==> src/rtl/decode_stage.sv <==
// RV32I instruction-decode stage: decodes instr_in, drives register file read
// addresses, detects load-use hazards and owns the ID/EX pipeline register.
module decode_stage #(
   parameter int unsigned XLEN      = 32,
   parameter logic [31:0] NOP_INSTR = 32'h0000_0013
) (
   input  logic            clk,
   input  logic            reset,
   input  logic [31:0]     instr_in,
   input  logic [XLEN-1:0] pc_in,
   input  logic            if_valid,
   input  logic            ex_stall,
   input  logic            flush,
   output logic [4:0]      Read_Reg1,
   output logic [4:0]      Read_Reg2,
   output logic            id_ready,
   output logic            id_ex_valid,
   output logic [31:0]     id_ex_instr,
   output logic [XLEN-1:0] id_ex_pc,
   output logic [XLEN-1:0] id_ex_imm,
   output logic [4:0]      id_ex_rs1,
   output logic [4:0]      id_ex_rs2,
   output logic [4:0]      id_ex_rd,
   output logic [3:0]      id_ex_alu_op,
   output logic            id_ex_alu_src,
   output logic            id_ex_RegWrite,
   output logic            id_ex_MemRead,
   output logic            id_ex_MemWrite,
   output logic            id_ex_Branch,
   output logic            id_ex_Jump,
   output logic [2:0]      id_ex_funct3,
   output logic            id_ex_illegal
);

   localparam logic [6:0] OPC_LUI    = 7'b0110111;
   localparam logic [6:0] OPC_AUIPC  = 7'b0010111;
   localparam logic [6:0] OPC_JAL    = 7'b1101111;
   localparam logic [6:0] OPC_JALR   = 7'b1100111;
   localparam logic [6:0] OPC_BRANCH = 7'b1100011;
   localparam logic [6:0] OPC_LOAD   = 7'b0000011;
   localparam logic [6:0] OPC_STORE  = 7'b0100011;
   localparam logic [6:0] OPC_OP_IMM = 7'b0010011;
   localparam logic [6:0] OPC_OP     = 7'b0110011;

   localparam logic [3:0] ALU_ADD    = 4'd0;
   localparam logic [3:0] ALU_SUB    = 4'd1;
   localparam logic [3:0] ALU_SLL    = 4'd2;
   localparam logic [3:0] ALU_SLT    = 4'd3;
   localparam logic [3:0] ALU_SLTU   = 4'd4;
   localparam logic [3:0] ALU_XOR    = 4'd5;
   localparam logic [3:0] ALU_SRL    = 4'd6;
   localparam logic [3:0] ALU_SRA    = 4'd7;
   localparam logic [3:0] ALU_OR     = 4'd8;
   localparam logic [3:0] ALU_AND    = 4'd9;
   localparam logic [3:0] ALU_PASS_B = 4'd10;

   typedef struct packed {
      logic            valid;
      logic [31:0]     instr;
      logic [XLEN-1:0] pc;
      logic [XLEN-1:0] imm;
      logic [4:0]      rs1;
      logic [4:0]      rs2;
      logic [4:0]      rd;
      logic [3:0]      alu_op;
      logic            alu_src;
      logic            reg_write;
      logic            mem_read;
      logic            mem_write;
      logic            branch;
      logic            jump;
      logic [2:0]      funct3;
      logic            illegal;
   } id_ex_t;

   localparam id_ex_t BUBBLE = '{instr: NOP_INSTR, default: '0};

   id_ex_t      q;
   id_ex_t      nxt;
   id_ex_t      dec;
   logic [31:0] imm32;
   logic        rs1_used;
   logic        rs2_used;
   logic        hazard;

   logic [6:0]  opcode;
   logic [2:0]  funct3;
   logic [31:0] imm_i, imm_s, imm_b, imm_u, imm_j;

   assign opcode = instr_in[6:0];
   assign funct3 = instr_in[14:12];
   assign imm_i  = {{20{instr_in[31]}}, instr_in[31:20]};
   assign imm_s  = {{20{instr_in[31]}}, instr_in[31:25], instr_in[11:7]};
   assign imm_b  = {{19{instr_in[31]}}, instr_in[31], instr_in[7], instr_in[30:25],
                    instr_in[11:8], 1'b0};
   assign imm_u  = {instr_in[31:12], 12'b0};
   assign imm_j  = {{11{instr_in[31]}}, instr_in[31], instr_in[19:12], instr_in[20],
                    instr_in[30:21], 1'b0};

   function automatic logic [3:0] alu_fn(input logic [2:0] f3, input logic alt);
      logic [3:0] op;
      case (f3)
         3'b000:  op = alt ? ALU_SUB : ALU_ADD;
         3'b001:  op = ALU_SLL;
         3'b010:  op = ALU_SLT;
         3'b011:  op = ALU_SLTU;
         3'b100:  op = ALU_XOR;
         3'b101:  op = alt ? ALU_SRA : ALU_SRL;
         3'b110:  op = ALU_OR;
         default: op = ALU_AND;
      endcase
      return op;
   endfunction

   // Instruction decode into an ID/EX payload
   always_comb begin
      dec        = '0;
      imm32      = '0;
      dec.valid  = 1'b1;
      dec.instr  = instr_in;
      dec.pc     = pc_in;
      dec.rs1    = instr_in[19:15];
      dec.rs2    = instr_in[24:20];
      dec.rd     = instr_in[11:7];
      dec.funct3 = funct3;
      case (opcode)
         OPC_LUI: begin
            imm32         = imm_u;
            dec.alu_op    = ALU_PASS_B;
            dec.alu_src   = 1'b1;
            dec.reg_write = 1'b1;
         end
         OPC_AUIPC: begin
            imm32         = imm_u;
            dec.alu_src   = 1'b1;
            dec.reg_write = 1'b1;
         end
         OPC_JAL: begin
            imm32         = imm_j;
            dec.alu_src   = 1'b1;
            dec.reg_write = 1'b1;
            dec.jump      = 1'b1;
         end
         OPC_JALR: begin
            imm32         = imm_i;
            dec.alu_src   = 1'b1;
            dec.reg_write = 1'b1;
            dec.jump      = 1'b1;
         end
         OPC_BRANCH: begin
            imm32      = imm_b;
            dec.alu_op = ALU_SUB;
            dec.branch = 1'b1;
         end
         OPC_LOAD: begin
            imm32         = imm_i;
            dec.alu_src   = 1'b1;
            dec.reg_write = 1'b1;
            dec.mem_read  = 1'b1;
         end
         OPC_STORE: begin
            imm32         = imm_s;
            dec.alu_src   = 1'b1;
            dec.mem_write = 1'b1;
         end
         OPC_OP_IMM: begin
            imm32         = imm_i;
            dec.alu_src   = 1'b1;
            dec.reg_write = 1'b1;
            dec.alu_op    = alu_fn(funct3, instr_in[30] & (funct3 == 3'b101));
         end
         OPC_OP: begin
            dec.reg_write = 1'b1;
            dec.alu_op    = alu_fn(funct3, instr_in[30]);
         end
         default: dec.illegal = 1'b1;
      endcase
      dec.imm = XLEN'($signed(imm32));
      if (dec.rd == 5'd0) dec.reg_write = 1'b0;
   end

   // Load-use hazard against the load currently in ID/EX
   always_comb begin
      rs1_used = !(opcode == OPC_LUI || opcode == OPC_AUIPC || opcode == OPC_JAL);
      rs2_used = (opcode == OPC_OP) || (opcode == OPC_STORE) || (opcode == OPC_BRANCH);
      hazard   = q.valid & q.mem_read & (q.rd != 5'd0) & if_valid &
                 ((rs1_used & (q.rd == instr_in[19:15])) |
                  (rs2_used & (q.rd == instr_in[24:20])));
   end

   // While stalled, re-read the held instruction's operands
   assign Read_Reg1 = ex_stall ? q.rs1 : instr_in[19:15];
   assign Read_Reg2 = ex_stall ? q.rs2 : instr_in[24:20];
   assign id_ready  = ~ex_stall & ~hazard;

   always_comb begin
      nxt = q;
      if (flush)                  nxt = BUBBLE;
      else if (ex_stall)          nxt = q;
      else if (hazard || !if_valid) nxt = BUBBLE;
      else                        nxt = dec;
   end

   always_ff @(posedge clk or negedge reset) begin
      if (!reset) q <= BUBBLE;
      else        q <= nxt;
   end

   assign id_ex_valid    = q.valid;
   assign id_ex_instr    = q.instr;
   assign id_ex_pc       = q.pc;
   assign id_ex_imm      = q.imm;
   assign id_ex_rs1      = q.rs1;
   assign id_ex_rs2      = q.rs2;
   assign id_ex_rd       = q.rd;
   assign id_ex_alu_op   = q.alu_op;
   assign id_ex_alu_src  = q.alu_src;
   assign id_ex_RegWrite = q.reg_write;
   assign id_ex_MemRead  = q.mem_read;
   assign id_ex_MemWrite = q.mem_write;
   assign id_ex_Branch   = q.branch;
   assign id_ex_Jump     = q.jump;
   assign id_ex_funct3   = q.funct3;
   assign id_ex_illegal  = q.illegal;

endmodule

==> config.mk <==
export PLATFORM = sky130hd
export DESIGN_NAME = decode_stage
export DESIGN_NICKNAME = d
export VERILOG_FILES = /design/src/rtl/decode_stage.sv
export SDC_FILE = /design/constraint.sdc
export NUM_CORES = 1
export LEC_CHECK = 0
export ABC_CLOCK_PERIOD_IN_PS = 2400
export BUFFER_PORTS_ARGS = -buffer_cell sky130_fd_sc_hd__buf_2
export CAP_MARGIN = 5
export CORE_MARGIN = 8
export CORE_UTILIZATION = 35
export CTS_CLUSTER_SIZE = 25
export DETAILED_ROUTE_END_ITERATION = 12
export PLACE_DENSITY_LB_ADDON = 0.1
export SLEW_MARGIN = 20
export SYNTH_ARGS = -nofsm -noshare
export SYNTH_HDL_FRONTEND = slang
export SYNTH_SLANG_ARGS = --single-unit
==> constraint.sdc <==
create_clock -name clk -period 2.4 [get_ports clk]
set_input_delay 0.48 -clock clk [delete_from_list [all_inputs] [get_ports clk]]
set_output_delay 0.48 -clock clk [all_outputs]
set_load 0.01 [all_outputs]
==> summary.md <==
| Metric | Value |
|---|---|
| Outcome | `finished with violations` |
| Failing checks | `setup timing` |
| Placement-stage cell area | `0.00618 mm^2` |
| Kind of critical path | `reg2out` |
| Share of cells above drive strength 1 | `between 40 and 50%` |
| Inserted Diodes | `0` |
| Max Clock Freq | `between 400 and 500 MHz` |
| Area grow syn2layout | `37.5%` |
| Final Hold Viols | `0` |
| CP Data Required Time | `between 1500 and 2000 ps` |
| Final core occ | `between 40% and 50%` |
| Max_cap viols | `0` |
| Fin worst setup slack | `-71.0 ps` |
| Power Density | `620 mW/mm^2` |
| Ys async rst share | `100%` |
| First-pass GRT wire length | `approximately 25000 um` |
| Yosys top cell by area | `dfrtp_1` |
| Total I/O pin count | `a little over 200` |
| Synth warn | `0` |
| Num CTS Buffers | `9` |
| Post-DP HPWL | `between 10000 and 15000 um` |
| Syn_nets | `between 500 and 600` |
| Remaining DRCs | `0` |
| Post-Place Cells | `802` |
| CTS Buffer Depth | `2` |
| EDFF count, synth | `0` |
| Netlist cell types | `48` |
| RSZ-0062 raised after global routing | `yes` |
| Slew @ Worst Pin | `about 440 ps` |
| Top cells by count, synth | `dfrtp_1, a22o_1, nand2_1` |
| Clk pin slew, worst setup/hold paths | `80 ps` |
| Total Wirelength | `roughly 16000 um` |
| Die area | `approximately 0.018 mm^2` |
| Final setup violation count | `1` |
| Syn Area/Cell | `roughly 11 um^2` |
| Die width | `between 100 and 150 um` |
| Total power | `4.15 mW` |
| Core box area | `around 0.014 mm^2` |
| DP Worst Slack | `-33.1 ps` |
| Rows | `43` |
| Final ANT Viol Nets | `0` |
| Finished Cell Area | `between 0.006 and 0.007 mm^2` |
| Worst vdd ir | `about 370 uV` |
| Fill cell count | `1301` |
| Vias in the first global route | `around 4400` |
| Initial antenna violation count | `0` |
| Synth top area share | `about 54%` |
| Largest net degree at the start of global routing | `67` |
| Cell Area, Synth | `0.00486 mm^2` |
| Worst slew margin | `approximately 71%` |
| NumNets Final | `710` |
| GRT overflow | `0` |
| Synth Register Bits | `between 100 and 150` |
| Cts hold-fix bufs | `0` |
| H-tree depth | `3` |
| Routability congestion estimate | `0.809` |
| Num Clock Sinks | `108` |
| Crit path launch type | `flop` |
| Clk_skew | `between 9 and 10 ps` |
| Worst setup EP type | `primary output` |
| Number of port buffers | `a little over 200` |
| Iter 0 DRT Violations | `approximately 200` |
| Data arrival, critical path | `a little under 2000 ps` |
| CTS Root Cell | `clkbuf_16` |
| All-Layer GR Usage | `~18%` |
| Min-Delay Path Class | `in2async` |
| CTS tree | `done` |
| Worst skew pair latency | `about 350 ps` |
| Sequential-to-total area share from yosys stat | `approximately 56%` |
| Fin crit share | `103%` |
| Top-count cell post-synth | `dfrtp_1` |
| DR pass1 iterations | `4` |
| Gate Count Post-Synth | `around 430` |
| Most used DFF post-synth | `dfrtp_1` |
| Worst Path Max Fanout | `4` |
| Routed WL per cell | `19.9 um` |
| Detailed-route via count | `4312` |
| Non-filler cells, final | `a little over 800` |
| Slew Limit Fails | `0` |
| Depth of the most critical reg-to-reg path | `9` |
| Period minus WS final | `between 2000 and 2500 ps` |
| Starting Density | `approximately 35%` |
| Chip Height | `between 100 and 150 um` |
| Via density | `5.22` |
| Leakage | `roughly 3.5 nW` |
| Top cells by area, synth | `dfrtp_1, a22o_1, nand2_1` |
## worst max-delay path, stage by stage (launching register included)
cell	delay [ps]
dfrtp_1	380
or4_4	550
o21ba_4	220
and4b_4	220
nor3_4	110
buf_2	150
## layer usage
layer	wire length [um]	vias to the layer above	global-route usage [%]
met5	0	-	0
met2	7920	138	28.4
met1	7370	2167	23.0
met4	233	0	6.18
met3	959	14	3.89
li1	-	1993	-
## kinds of logic (layout without fill, tap and decap cells)
kind of cell           count (synthesis)  count (layout)  share of synthesized area, %
XOR/XNOR                              10              10                          1.80
flip-flops                           108             108                          55.6
AO/OA/AOI/OAI                        154             154                          22.6
multiplexers                          12              12                          2.73
buffers and inverters                 53             266                          6.53
AND/OR/NAND/NOR                       96              96                          10.7
## worst paths after layout
path	to	slack [ps]	startpoint
max reg2reg	id_ex_pc[22]	0	id_ex_instr[8]
max in group asynchronous	id_ex_imm[27]	1600	reset
min reg2reg	id_ex_instr[31]	480	id_ex_instr[31]
min in group clk	id_ex_pc[16]	340	pc_in[16]
min	id_ex_imm[26]	70	reset
max	id_ready	-70	id_ex_instr[8]
## stage by stage
stage | TNS, ps | hold WS (ps)
6_report | -71.0 | 67.0
5_1_grt | -1980 | 88.2
4_1_cts | -102 | 73.3
3_5_place_dp | -41.2 | 454
3_3_place_gp | -38.5 | 446
2_1_floorplan | 0 | 184
## timing repair
item,in CTS,in global routing
gates resized for setup,5,1
cloned,0,4
setup buffers,1,3
endpoints found under the setup margin,1,51
pin swaps,1,2
## layout by cell type (no fill, tap or decap), types with 2 or more instances in the layout
cell type,n
xor2_1,5
mux2_2,10
a22oi_1,5
nor2_1,12
a32oi_1,2
nand4_1,2
o21ai_0,35
o22a_1,3
clkbuf_8,2
xnor2_1,5
dfstp_2,3
buf_4,31
buf_2,204
o31ai_1,3
a21oi_1,26
nor4_4,2
a22o_1,67
nor3_1,3
inv_1,2
dfrtp_1,105
nand3_1,5
nand4b_1,4
nand2_1,47
or4_1,2
nand2b_1,5
nor2b_1,2
nor3_4,2
bufinv_16,3
mux2i_1,2
buf_12,8
clkbuf_16,13
a31oi_1,2
## sequential cells by signal, summed over array words and instances, names as in the netlist
name	flops
id_ex_Branch	1
id_ex_Jump	1
id_ex_MemRead	1
id_ex_MemWrite	1
id_ex_RegWrite	1
id_ex_alu_op	4
id_ex_alu_src	1
id_ex_illegal	1
id_ex_imm	32
id_ex_instr	32
id_ex_pc	32
id_ex_valid	1
## final cells by class
class                      count  area (um^2)  share of cell area [%]
clock inverter                 4         95.1                    1.42
inverter                       2         7.51                   0.112
multi-input combinational    272         1870                    28.0
timing repair buffer         248         1530                    22.8
clock buffer                  12          256                    3.83
tap                          180          225                    3.37
sequential                   108         2710                    40.5
## power by group
part	switching [mW]	internal, mW	leakage, nW	total, mW
logic	0.289	0.213	1.86	0.502
registers	0.0269	1.86	1.48	1.89
clock network	0.676	1.08	0.173	1.75
total	0.992	3.15	3.51	4.15
Power figures use the tool's default switching activity.
